===== src/rtl/game_phase_controller.sv =====
// Frog/car game sequencer: owns phase, lives and level, gates car movement and pulses frog reset.
// Optional build macro BONUS_LIFE_EN: each level-up also grants one life, capped at 3.
module game_phase_controller #(
    parameter int LIVES_INIT      = 3,
    parameter int MAX_LEVEL       = 9,
    parameter int DEATH_FRAMES    = 60,
    parameter int LEVELUP_FRAMES  = 90,
    parameter int GAMEOVER_FRAMES = 180,
    parameter int FLASH_FRAMES    = 8
) (
    input  logic       i_Clk,
    input  logic       i_Rst_n,
    input  logic [3:0] i_Switches,
    input  logic       i_Frame_Tick,
    input  logic       i_Collision,
    input  logic       i_Frog_At_Top,
    output logic [2:0] o_Phase,
    output logic [3:0] o_Level,
    output logic [1:0] o_Lives,
    output logic       o_Move_En,
    output logic       o_Reset_Frog,
    output logic       o_Flash
);

    typedef enum logic [2:0] {
        IDLE      = 3'd0,
        PLAY      = 3'd1,
        DEATH     = 3'd2,
        LEVEL_UP  = 3'd3,
        GAME_OVER = 3'd4
    } phase_t;

    // A zero frame count still needs one tick to leave the phase.
    localparam int DEATH_N    = (DEATH_FRAMES    < 1) ? 1 : DEATH_FRAMES;
    localparam int LEVELUP_N  = (LEVELUP_FRAMES  < 1) ? 1 : LEVELUP_FRAMES;
    localparam int GAMEOVER_N = (GAMEOVER_FRAMES < 1) ? 1 : GAMEOVER_FRAMES;
    localparam int FLASH_N    = (FLASH_FRAMES    < 1) ? 1 : FLASH_FRAMES;
    localparam int MAX_A      = (DEATH_N > LEVELUP_N) ? DEATH_N : LEVELUP_N;
    localparam int MAX_N      = (MAX_A > GAMEOVER_N) ? MAX_A : GAMEOVER_N;
    localparam int CW         = $clog2(MAX_N + 1);
    localparam int FW         = $clog2(FLASH_N + 1);

    localparam logic [CW-1:0] DEATH_LAST    = CW'(DEATH_N - 1);
    localparam logic [CW-1:0] LEVELUP_LAST  = CW'(LEVELUP_N - 1);
    localparam logic [CW-1:0] GAMEOVER_LAST = CW'(GAMEOVER_N - 1);
    localparam logic [FW-1:0] FLASH_LAST    = FW'(FLASH_N - 1);
    localparam logic [3:0]    LEVEL_MAX     = 4'(MAX_LEVEL);
    localparam logic [1:0]    LIVES_RST     = 2'(LIVES_INIT);

    phase_t        phase_q, phase_d;
    logic [3:0]    level_q;
    logic [1:0]    lives_q;
    logic          move_en_q;
    logic          reset_frog_q;
    logic          flash_q;
    logic [CW-1:0] frame_cnt_q;
    logic [FW-1:0] flash_cnt_q;
    logic [1:0]    guard_q;
    logic          sw_any_q;

    logic          sw_any, abort, start, hit, goal, timed, frame_last, timed_exit, enter;
    logic [3:0]    level_up;
    logic [1:0]    lives_up;

    assign sw_any = |i_Switches;
    assign abort  = (i_Switches == 4'b1111);
    assign start  = (phase_q == IDLE) && sw_any && !sw_any_q && !abort;
    assign hit    = (phase_q == PLAY) && (guard_q == 2'd0) && i_Collision;
    assign goal   = (phase_q == PLAY) && (guard_q == 2'd0) && !i_Collision && i_Frog_At_Top;
    assign timed  = (phase_q == DEATH) || (phase_q == LEVEL_UP) || (phase_q == GAME_OVER);

    assign level_up = (level_q >= LEVEL_MAX) ? level_q : level_q + 4'd1;
`ifdef BONUS_LIFE_EN
    assign lives_up = (lives_q == 2'd3) ? lives_q : lives_q + 2'd1;
`else
    assign lives_up = lives_q;
`endif

    always_comb begin
        frame_last = 1'b0;
        case (phase_q)
            DEATH:     frame_last = (frame_cnt_q == DEATH_LAST);
            LEVEL_UP:  frame_last = (frame_cnt_q == LEVELUP_LAST);
            GAME_OVER: frame_last = (frame_cnt_q == GAMEOVER_LAST);
            default:   frame_last = 1'b0;
        endcase
    end

    assign timed_exit = timed && i_Frame_Tick && frame_last;

    always_comb begin
        phase_d = phase_q;
        enter   = 1'b0;
        if (abort) begin
            phase_d = IDLE;
            enter   = 1'b1;
        end else begin
            case (phase_q)
                IDLE: if (start) begin
                    phase_d = PLAY;
                    enter   = 1'b1;
                end
                PLAY: if (hit) begin
                    phase_d = (lives_q <= 2'd1) ? GAME_OVER : DEATH;
                    enter   = 1'b1;
                end else if (goal) begin
                    phase_d = LEVEL_UP;
                    enter   = 1'b1;
                end
                DEATH, LEVEL_UP: if (timed_exit) begin
                    phase_d = PLAY;
                    enter   = 1'b1;
                end
                GAME_OVER: if (timed_exit) begin
                    phase_d = IDLE;
                    enter   = 1'b1;
                end
                default: begin
                    phase_d = IDLE;
                    enter   = 1'b1;
                end
            endcase
        end
    end

    always_ff @(posedge i_Clk or negedge i_Rst_n) begin
        if (!i_Rst_n) begin
            phase_q      <= IDLE;
            level_q      <= 4'd1;
            lives_q      <= LIVES_RST;
            move_en_q    <= 1'b0;
            reset_frog_q <= 1'b0;
            flash_q      <= 1'b0;
            frame_cnt_q  <= '0;
            flash_cnt_q  <= '0;
            guard_q      <= 2'd0;
            sw_any_q     <= 1'b0;
        end else begin
            phase_q      <= phase_d;
            move_en_q    <= (phase_d == PLAY);
            reset_frog_q <= enter && (phase_d == PLAY);
            sw_any_q     <= sw_any;

            if (enter) begin
                frame_cnt_q <= '0;
                flash_cnt_q <= '0;
                flash_q     <= 1'b0;
                // Guard spans the reset-pulse cycle plus one more.
                guard_q     <= (phase_d == PLAY) ? 2'd2 : 2'd0;
            end else begin
                if (guard_q != 2'd0) guard_q <= guard_q - 2'd1;
                if (timed && i_Frame_Tick) begin
                    frame_cnt_q <= frame_cnt_q + 1'b1;
                    if (flash_cnt_q == FLASH_LAST) begin
                        flash_cnt_q <= '0;
                        flash_q     <= ~flash_q;
                    end else begin
                        flash_cnt_q <= flash_cnt_q + 1'b1;
                    end
                end
            end

            if (abort || start) begin
                level_q <= 4'd1;
                lives_q <= LIVES_RST;
            end else if (hit) begin
                lives_q <= lives_q - 2'd1;
            end else if ((phase_q == LEVEL_UP) && timed_exit) begin
                level_q <= level_up;
                lives_q <= lives_up;
            end
        end
    end

    assign o_Phase      = phase_q;
    assign o_Level      = level_q;
    assign o_Lives      = lives_q;
    assign o_Move_En    = move_en_q;
    assign o_Reset_Frog = reset_frog_q;
    assign o_Flash      = flash_q;

endmodule


===== config.mk =====
export PLATFORM = sky130hd
export DESIGN_NAME = game_phase_controller
export DESIGN_NICKNAME = d
export VERILOG_FILES = /design/src/rtl/game_phase_controller.sv
export SDC_FILE = /design/constraint.sdc
export NUM_CORES = 1
export LEC_CHECK = 0
export BUFFER_PORTS_ARGS = -buffer_cell sky130_fd_sc_hd__buf_4
export CORE_UTILIZATION = 35
export DETAILED_ROUTE_END_ITERATION = 16
export GPL_TIMING_DRIVEN = 0
export PLACE_DENSITY = 0.5
export SYNTH_ARGS = -nofsm -noshare
export SYNTH_HDL_FRONTEND = slang
export SYNTH_SLANG_ARGS = --single-unit
export TNS_END_PERCENT = 100

===== constraint.sdc =====
create_clock -name i_Clk -period 2.4 [get_ports i_Clk]
set_clock_uncertainty 0.05 [all_clocks]
set_input_delay 0.12 -clock i_Clk [delete_from_list [all_inputs] [get_ports i_Clk]]
set_output_delay 0.12 -clock i_Clk [all_outputs]
set_load 0.02 [all_outputs]

==> impl_metrics.toml, run 1 <==
[synth]
synth_area_leaders = "dfrtp_1 (36%), ha_1 (5.3%), dfstp_2 (4.8%)"
synth_commonest_cells = "dfrtp_1 (24), nand2_1 (14), nor2_1 (13)"
avgSynthCellArea_um2 = 10.2
synth_top_area_cell = "dfrtp_1"
synth_nets = 178
yosysWarningCount = 0
ys_seq_area_frac = 0.412
async_flop_share = 1.00
synth-seq-cells = 27
synthDistinctLibCells = 51
synth_ff_type = "dfrtp_1"
syn-instance-count = 162
yosysMostFrequentCell = "dfrtp_1"
syn_area_um2 = 1650
synth-edff-count = 0
synth_top_area_share = 0.364

[finish]
fillers = 459
drive_gt1_frac = 0.305
regArea_um2 = 679
multi_input_area_um2 = 886
synthToLayoutAreaGrowth_pct = 16.6
final_cells = 239
nets = 204
diodes = 0

[sta]
tightest_slew_ns = 0.544
setup_viol = 0
period_minus_slack_ns = 2.04
hold_violations = 0
drv_slew = 0
fmaxAchievable_mhz = 491
rsz0062_at_grt = "false"
slew_headroom = 0.634
tns_ns = 0
fin_crit_sh = 0.848

[clocking]
cts_made_buffers = 3
cts_max_level = 1
cts_setup_buffers = 0
cts_tree = "built"
clock-sinks = 27
cts_buffer_depth = 2
clk_latency_ns = 0.28
root_buffer = "clkbuf_8"
path_clk_slew_ns = 0.09

[setup_path]
critPathLaunch = "o_Level[1]"
critPathLaunchType = "flop"
worstPathRequired_ns = 2.50
rr_worst_depth = 7
cp_max_fo = 5
worst-path-buf-inv = 1
r2r_slack_ns = 0.36
cpPeakStageDelay_ns = 0.44
reg2reg_to = "o_Level[1]"
worstSetupEndpointType = "flop"
crit_family = "compound AO/OA/AOI/OAI gates"
cpMaxStageDelayCell = "dfrtp_1"
worstPathCellList = "inv_1 > ha_1 > or3b_2 > a211oi_1 > o211ai_1 > mux2i_1 > nor3_1"
crit_type = "flop to flop"
worstPathArrival_ns = 2.14
reg2reg_from = "o_Level[1]"

[status]
status = "complete, but fails checks"
violations = "DRC"

[global_routing]
antenna_found_initial = 0
first_global_vias = 1288
grt_pass1_wl_mm = 5.95
grt_max_degree = 28
grt_overflow = 0
grt.total_usage = 0.150

[power]
power.leakage_nw = 0.870
power.density_nw_per_um2 = 823
peakVddDrop_mv = 0.265

[hold_path]
worstHoldPathType = "primary input to flop"
whs_endpoint = "sw_any_q"
hold_path_startpoint = "i_Switches[2]"
hold_depth = 3

[routing]
met3WireLength_um = 67
met2_wirelength_mm = 1.67
antenna_left = 0
wire_per_inst_um = 14.2
top_layer = "met4"
dr.first_iter.drc_count = 60
first_pass_iters = 10
drc_errors = 4
wl_mm = 3.39
wl_met1_mm = 1.62
via_count = 1255
via_per_inst = 5.25

[die]
die_h_um = 70.7
die_x_um = 70.7
start_util = 0.371
num_io_pins = 21
rows = 24
core_um2 = 4440
dieArea_um2 = 4990

[flow_run]
cap_viol_max_count = 0

[placement]
dp_hpwl_mm = 2.60
placedCellCount = 234
gp_congestion = 0.821
port_buffers = 20
[layer usage]
metal,vias to the layer above,track usage
met2,16,0.265
met1,615,0.191
met5,-,0
li1,620,-
met3,4,0.0214
met4,0,0.0422
[cell families after synthesis]
| kind of cell | after synthesis | share of synthesized area |
|---|---|---|
| muxes | 4 | 0.0243 |
| buffers and inverters | 14 | 0.0515 |
| and+or+nand+nor | 72 | 0.262 |
| AOI/OAI and AO/OA | 26 | 0.134 |
| DFF | 27 | 0.412 |
| adders and majority gates | 7 | 0.0531 |
| xor gates and xnor gates | 12 | 0.0637 |
[power breakdown]
| part | internal (mW) | switching [mW] | leakage [nW] |
|---|---|---|---|
| clock network | 0.118 | 0.149 | 0.0217 |
| registers | 0.554 | 0.0855 | 0.353 |
| logic | 0.305 | 0.373 | 0.496 |
[state kept, by name, summed over array words and instances, names as in the netlist]
register and cells:
o_Lives 2, o_Phase 3, frame_cnt_q 8, o_Move_En 1, sw_any_q 1, o_Level 4
flash_cnt_q 4, o_Flash 1, o_Reset_Frog 1, guard_q 2
[worst reg2reg max path, delay by kind of cell (launching register included)]
family / cells / cell delay, ns
AOI/OAI and AO/OA: 2 / 0.51
and+or+nand+nor: 2 / 0.50
DFF: 1 / 0.44
muxes: 1 / 0.19
adders and majority gates: 1 / 0.15
buffers and inverters: 1 / 0.10
[cell type report]
class | count | share of cell area
Clock inverter | 1 | 0.00390
Clock buffer | 3 | 0.0215
Inverter | 9 | 0.0176
Multi-Input combinational cell | 121 | 0.460
Tap cell | 52 | 0.0338
Buffer | 5 | 0.0267
Sequential cell | 27 | 0.353
Timing Repair Buffer | 21 | 0.0832
[per-stage QoR]
stage	total power [mW]	hold WS, ns	instance area, um2	setup slack, ns	utilization
floorplan	1.14	-0.226	1650	0.373	-
global placement	1.31	0.00765	1870	0.373	0.420
detailed placement	1.33	0.0106	1870	0.344	0.420
CTS	1.61	0.0248	1920	0.336	0.433
global route	1.70	0.0350	1920	0.215	0.433
finish	1.58	0.0331	1920	0.364	0.433
[placed cells by master (no fill, tap or decap), types with 2 or more instances in the layout]
cell,n
o21a_1,2
xnor2_1,4
o21ai_1,2
dfrtp_1,24
nor2_1,13
o21ai_0,3
clkbuf_8,3
dfstp_2,3
nor3b_2,2
nor3_1,3
buf_4,22
mux2i_1,4
o2111ai_1,2
xor2_1,8
ha_1,7
or3_1,3
nand3_1,4
nor3_2,2
nand4b_1,2
a21oi_1,6
nor2_2,10
inv_1,9
nand4_1,5
nand2_1,14
[worst max path at each step]
stage	end	cells past startpoint	slack, ns
2_1_floorplan	o_Level[1]	7	0.37
3_3_place_gp	o_Level[1]	7	0.37
3_5_place_dp	o_Level[1]	7	0.34
4_1_cts	o_Level[1]	7	0.34
5_1_grt	o_Level[1]	7	0.22
6_report	o_Level[1]	7	0.36
[what timing repair did]
item | 4_1_cts | 5_1_grt
endpoints found under the setup margin | 0 | 0
resized for setup | 0 | 0
hold buffers | 1 | 0
endpoints found under the hold margin | 27 | 0
Note: power is estimated with default switching activity, not from simulation.
==> run 2: changes to the inputs <==
Settings changed: ABC_AREA set to 1.
Clock period 2.4 ns to 2 ns, I/O delays scaled along.
==> run 2 against run 1 <==
The run now ends clean; final area decreased by 0.98%; synthesized cell count increased by 27%; sequential share of layout area increased by 0.54 points; via count increased by 7.2%; sequential cell count unchanged; hold slack improved by 0.12 ns; cell count increased by 19%; global-route usage increased by 0.13 points; sequential power increased by 27%; critical endpoint is now frame_cnt_q[5]; largest cell class unchanged; largest power group is now sequential cells.
==> impl_metrics.toml, run 2 <==
[finish]
synthToLayoutAreaGrowth_pct = 19.7
fillers = 427
drive_gt1_frac = 0.193
diodes = 0
multi_input_area_um2 = 827
largest_reg_flops = 8
utilization = 0.438
top_register = "frame_cnt_q"
final_common_cell = "nand2_1"
regArea_um2 = 683
nets = 250
final_area_um2 = 1910
layout_common_cells = "nand2_1 (47), nor2_1 (34), inv_1 (23)"

[sta]
tightest_slew_ns = 0.530
fin_ws_ns = 0.190
fin_crit_sh = 0.905
period_minus_slack_ns = 1.81
drv_slew = 0
fmaxAchievable_mhz = 553
rsz0062_at_grt = "false"
hold_violations = 0
tns_ns = 0
slew_headroom = 0.644
setup_viol = 0

[routing]
antenna_left = 0
wire_per_inst_um = 11.7
dr.first_iter.drc_count = 30
first_pass_iters = 4
via_count = 1345
wl_mm = 3.35
drc_errors = 0
via_per_inst = 4.72

[synth]
synth_area_leaders = "dfrtp_1 (38%), nand2_1 (11%), nor2_1 (8.0%)"
synth_fa_ha_area_frac = 0.0550
synth-seq-cells = 27
yosysWarningCount = 0
synthDistinctLibCells = 26
synth_commonest_cells = "nand2_1 (47), nor2_1 (34), dfrtp_1 (24)"
synth_ff_type = "dfrtp_1"
synth_top_area_share = 0.377
yosysMostFrequentCell = "nand2_1"
synth_nets = 222
ys_seq_area_frac = 0.427
syn_area_um2 = 1590
synth_top_area_cell = "dfrtp_1"
synth_compound_area_frac = 0.0660
synth_top_family_by_area = "simple AND/OR/NAND/NOR gates"
avgSynthCellArea_um2 = 7.73
syn-instance-count = 206
async_flop_share = 1.00
synth-edff-count = 0
synth-xor-area-share = 0.0440
synthMuxAreaShare = 0
synthSimpleGateAreaFrac = 0.344

[hold_path]
worstHoldPathType = "primary input to flop"
hold_path_startpoint = "i_Switches[3]"
whs_endpoint = "o_Phase[2]"
hold_depth = 4

[global_routing]
grt_max_degree = 28
antenna_found_initial = 0
first_global_vias = 1287
grt_overflow = 0
grt.total_usage = 0.151
grt_pass1_wl_mm = 5.83

[placement]
gp_congestion = 0.772
place_area_um2 = 1810
port_buffers = 20
dp_hpwl_mm = 2.47
dp_slack_ns = 0.124

[die]
die_h_um = 69.4
rows = 24
core_um2 = 4350
dieArea_um2 = 4820
die_x_um = 69.4
num_io_pins = 21
start_util = 0.366

[power]
power.density_nw_per_um2 = 1010
power.leakage_nw = 0.942
peakVddDrop_mv = 0.640

[setup_path]
cpMostUsedCell = "inv_1"
worstPathRequired_ns = 2.12
cpPeakStageDelay_ns = 0.39
reg2reg_to = "frame_cnt_q[5]"
crit_family = "simple AND/OR/NAND/NOR gates"
r2r_slack_ns = 0.19
worst-path-buf-inv = 4
worstPathArrival_ns = 1.93
reg2reg_from = "guard_q[0]"
cp_max_fo = 10
worstPathCellList = "inv_1 > ha_1 > inv_1 > nor2_1 > nand2_1 > inv_1 > nor2_1 > nand2_2 > buf_4 > nor3_1"
crit_type = "flop to flop"
worstSetupEndpointType = "flop"
path_depth = 10
rr_worst_depth = 10
cpMaxStageDelayCell = "dfrtp_1"
critPathLaunchType = "flop"

[clocking]
cts_max_level = 1
cts_buffer_depth = 2
cts_made_buffers = 3
root_buffer = "clkbuf_8"
path_clk_slew_ns = 0.10
cts_tree = "built"
clock-sinks = 27
clk_latency_ns = 0.28

[flow_run]
cap_viol_max_count = 0

[status]
status = "complete, no violations"
## run 2: cell count changes after synthesis, sizes merged, moves of 3 or more
cell,delta
mux2i,-4
xnor2,-3
o21ai,+3
nand2,+33
buf,-4
inv,+16
nand3,+14
or3,-3
nor2,+15
## run 2: cell type report
cell class / count / share of cell area
Buffer: 1 / 0.00394
Clock inverter: 1 / 0.00394
Clock buffer: 3 / 0.0217
Multi-Input combinational cell: 153 / 0.434
Timing Repair Buffer: 23 / 0.0946
Sequential cell: 27 / 0.359
Inverter: 25 / 0.0492
Tap cell: 52 / 0.0341
## run 2: logic make-up after synthesis
group,Yosys count
AND/OR/NAND/NOR,119
flip-flops,27
buffers and inverters,26
AO/OA/AOI/OAI,19
XOR/XNOR,8
adder cells (fa/ha/maj),7
## run 2: stage by stage
| step | std cells | total power, mW | hold slack, ns |
|---|---|---|---|
| floorplan | 206 | 1.35 | -0.246 |
| global placement | 278 | 1.59 | -0.00479 |
| detailed placement | 278 | 1.59 | -0.00500 |
| CTS | 285 | 1.93 | 0.154 |
| global route | 285 | 2.10 | 0.177 |
| finish | 285 | 1.93 | 0.158 |
## run 2: worst max path at each step
stage                          end        from
finish              frame_cnt_q[5]  guard_q[0]
CTS                 frame_cnt_q[5]  o_Phase[0]
global route        frame_cnt_q[1]  o_Phase[0]
detailed placement  frame_cnt_q[5]  o_Phase[0]
floorplan           frame_cnt_q[5]  o_Phase[0]
global placement    frame_cnt_q[5]  o_Phase[0]
## run 2: timing repair
item                       CTS  global route
hold buffers                 3             0
setup endpoints to repair    0            14
gates resized for setup      0             6
buffers inserted             0             0
hold endpoints to repair    28             0
## run 2: where the power goes
part / switching [mW] / internal [mW]
combinational: 0.485 / 0.304
clock: 0.190 / 0.142
sequential: 0.129 / 0.684
## run 2: per-layer routing
metal	global-route usage	share of wire	up-vias
met4	0.0408	0.011	0
met2	0.242	0.44	22
met3	0.0378	0.039	5
li1	-	-	721
met5	0	0	-
met1	0.203	0.51	597
## run 2: worst min-delay path, stage by stage
cell and delay (ns):
buf_4 0.11, nand2_1 0.07, nor2_1 0.06, nor2_1 0.10
==> run 3: changes to the inputs <==
Clock period 2 ns to 1.8 ns, I/O delays scaled along.
==> run 3 against run 2 <==
Power is 21% higher; first-iteration DRC count is 10% lower; critical endpoint is now o_Level[1]; largest power group is now combinational cells; cell count is 4.2% higher; critical path depth is 2 lower; worst setup slack worse by 0.13 ns; largest cell class unchanged.
==> impl_metrics.toml, run 3 (synthesized netlist as in run 2, its figures left out) <==
[routing]
wire_per_inst_um = 11.9
drc_errors = 0
via_per_inst = 4.66
dr.first_iter.drc_count = 27
first_pass_iters = 4
wl_mm = 3.53
antenna_left = 0
via_count = 1384

[finish]
nets = 262
diodes = 0
synthToLayoutAreaGrowth_pct = 30.5
top_register = "frame_cnt_q"
regArea_um2 = 683
final_area_um2 = 2080
fillers = 424
utilization = 0.477
final_common_cell = "nand2_1"
largest_reg_flops = 8
layout_common_cells = "nand2_1 (43), buf_4 (32), nor2_1 (31)"
drive_gt1_frac = 0.282
multi_input_area_um2 = 900

[placement]
port_buffers = 20
dp_slack_ns = -0.0760
gp_congestion = 0.772
place_area_um2 = 1810
dp_hpwl_mm = 2.47

[power]
peakVddDrop_mv = 0.733
total_power_mw = 2.34
power.density_nw_per_um2 = 1130
power.leakage_nw = 1.04

[sta]
rsz0062_at_grt = "true"
slew_headroom = 0.644
tns_ns = 0
setup_viol = 0
hold_violations = 0
drv_slew = 0
fin_crit_sh = 0.964
tightest_slew_ns = 0.531
fin_ws_ns = 0.0650
fmaxAchievable_mhz = 576
period_minus_slack_ns = 1.73

[die]
start_util = 0.366
rows = 24
dieArea_um2 = 4820
core_um2 = 4350
die_h_um = 69.4
die_x_um = 69.4
num_io_pins = 21

[global_routing]
grtUsageMet1 = 0.203
grt_busiest_layer = "met2"
grtUsageMet3 = 0.0378
met2_usage = 0.244
grt_max_degree = 28
first_global_vias = 1293
grt.total_usage = 0.152
antenna_found_initial = 0
grt_pass1_wl_mm = 5.87
grt_overflow = 0

[clocking]
cts_buffer_depth = 2
cts_made_buffers = 3
cts_tree = "built"
root_buffer = "clkbuf_8"
cts_max_level = 1
path_clk_slew_ns = 0.10
clock-sinks = 27
clk_latency_ns = 0.28

[status]
status = "complete, no violations"

[setup_path]
r2r_slack_ns = 0.07
worstSetupEndpointType = "flop"
cp_max_fo = 5
worstPathRequired_ns = 1.98
worstPathArrival_ns = 1.92
critPathLaunchType = "flop"
crit_type = "flop to flop"

[hold_path]
worstHoldPathType = "primary input to flop"

[flow_run]
cap_viol_max_count = 0
-- run 3: cell count changes in the layout (fill, tap and decap cells not counted), moves of 2 or more --
cell     before  now
nor3_4        0    2
nand2_1      47   43
nor2_1       34   31
buf_4        21   32
nor2_4        1    3
inv_1        23   21
nor3_2        2    0
nand2_2       1    4
-- run 3: final timing paths --
kind	start	end	depth (start not counted)
worst max-delay path	o_Phase[1]	o_Level[1]	8
worst min-delay path	i_Collision	o_Lives[0]	4
worst max register to register	o_Phase[1]	o_Level[1]	8
worst min register to register	o_Lives[1]	o_Lives[1]	2
max in group asynchronous	i_Rst_n	o_Level[0]	2
min in group asynchronous	i_Rst_n	o_Level[3]	2
-- run 3: routing by layer --
metal | share of wire | vias to the layer above
met3 | 0.029 | 2
met5 | 0 | -
met4 | 0.0059 | 0
met2 | 0.46 | 14
met1 | 0.51 | 627
li1 | - | 741
-- run 3: cell type report --
type                            count  share of cell area
Buffer                              1             0.00542
Sequential cell                    27               0.329
Multi-Input combinational cell    153               0.433
Inverter                           25              0.0476
Timing Repair Buffer               35               0.130
Clock buffer                        3              0.0199
Tap cell                           52              0.0313
Clock inverter                      1             0.00361
-- run 3: repair_timing --
item	in CTS	in global routing
setup endpoints to repair	15	24
endpoints found under the hold margin	28	0
buffers inserted	0	12
gates resized for setup	7	21
hold buffers	3	0
pin swaps	0	11
-- run 3: power breakdown --
part | internal (mW) | switching (mW) | total [mW]
clock network | 0.158 | 0.211 | 0.369
registers | 0.760 | 0.130 | 0.890
logic | 0.457 | 0.630 | 1.09
-- run 3: critical path, cell delays in order (launching register included) --
cell	delay [ns]
dfrtp_2	0.48
nor2_4	0.17
nand2_2	0.09
nand2_2	0.07
nand2_2	0.06
nor2_4	0.15
nand4_1	0.25
a21oi_1	0.22
o21a_1	0.13
-- run 3: stage by stage --
stage,hold slack (ns),instances
detailed placement,-0.0150,278
floorplan,-0.256,206
CTS,0.143,285
global route,0.164,297
finish,0.138,297
global placement,-0.0148,278
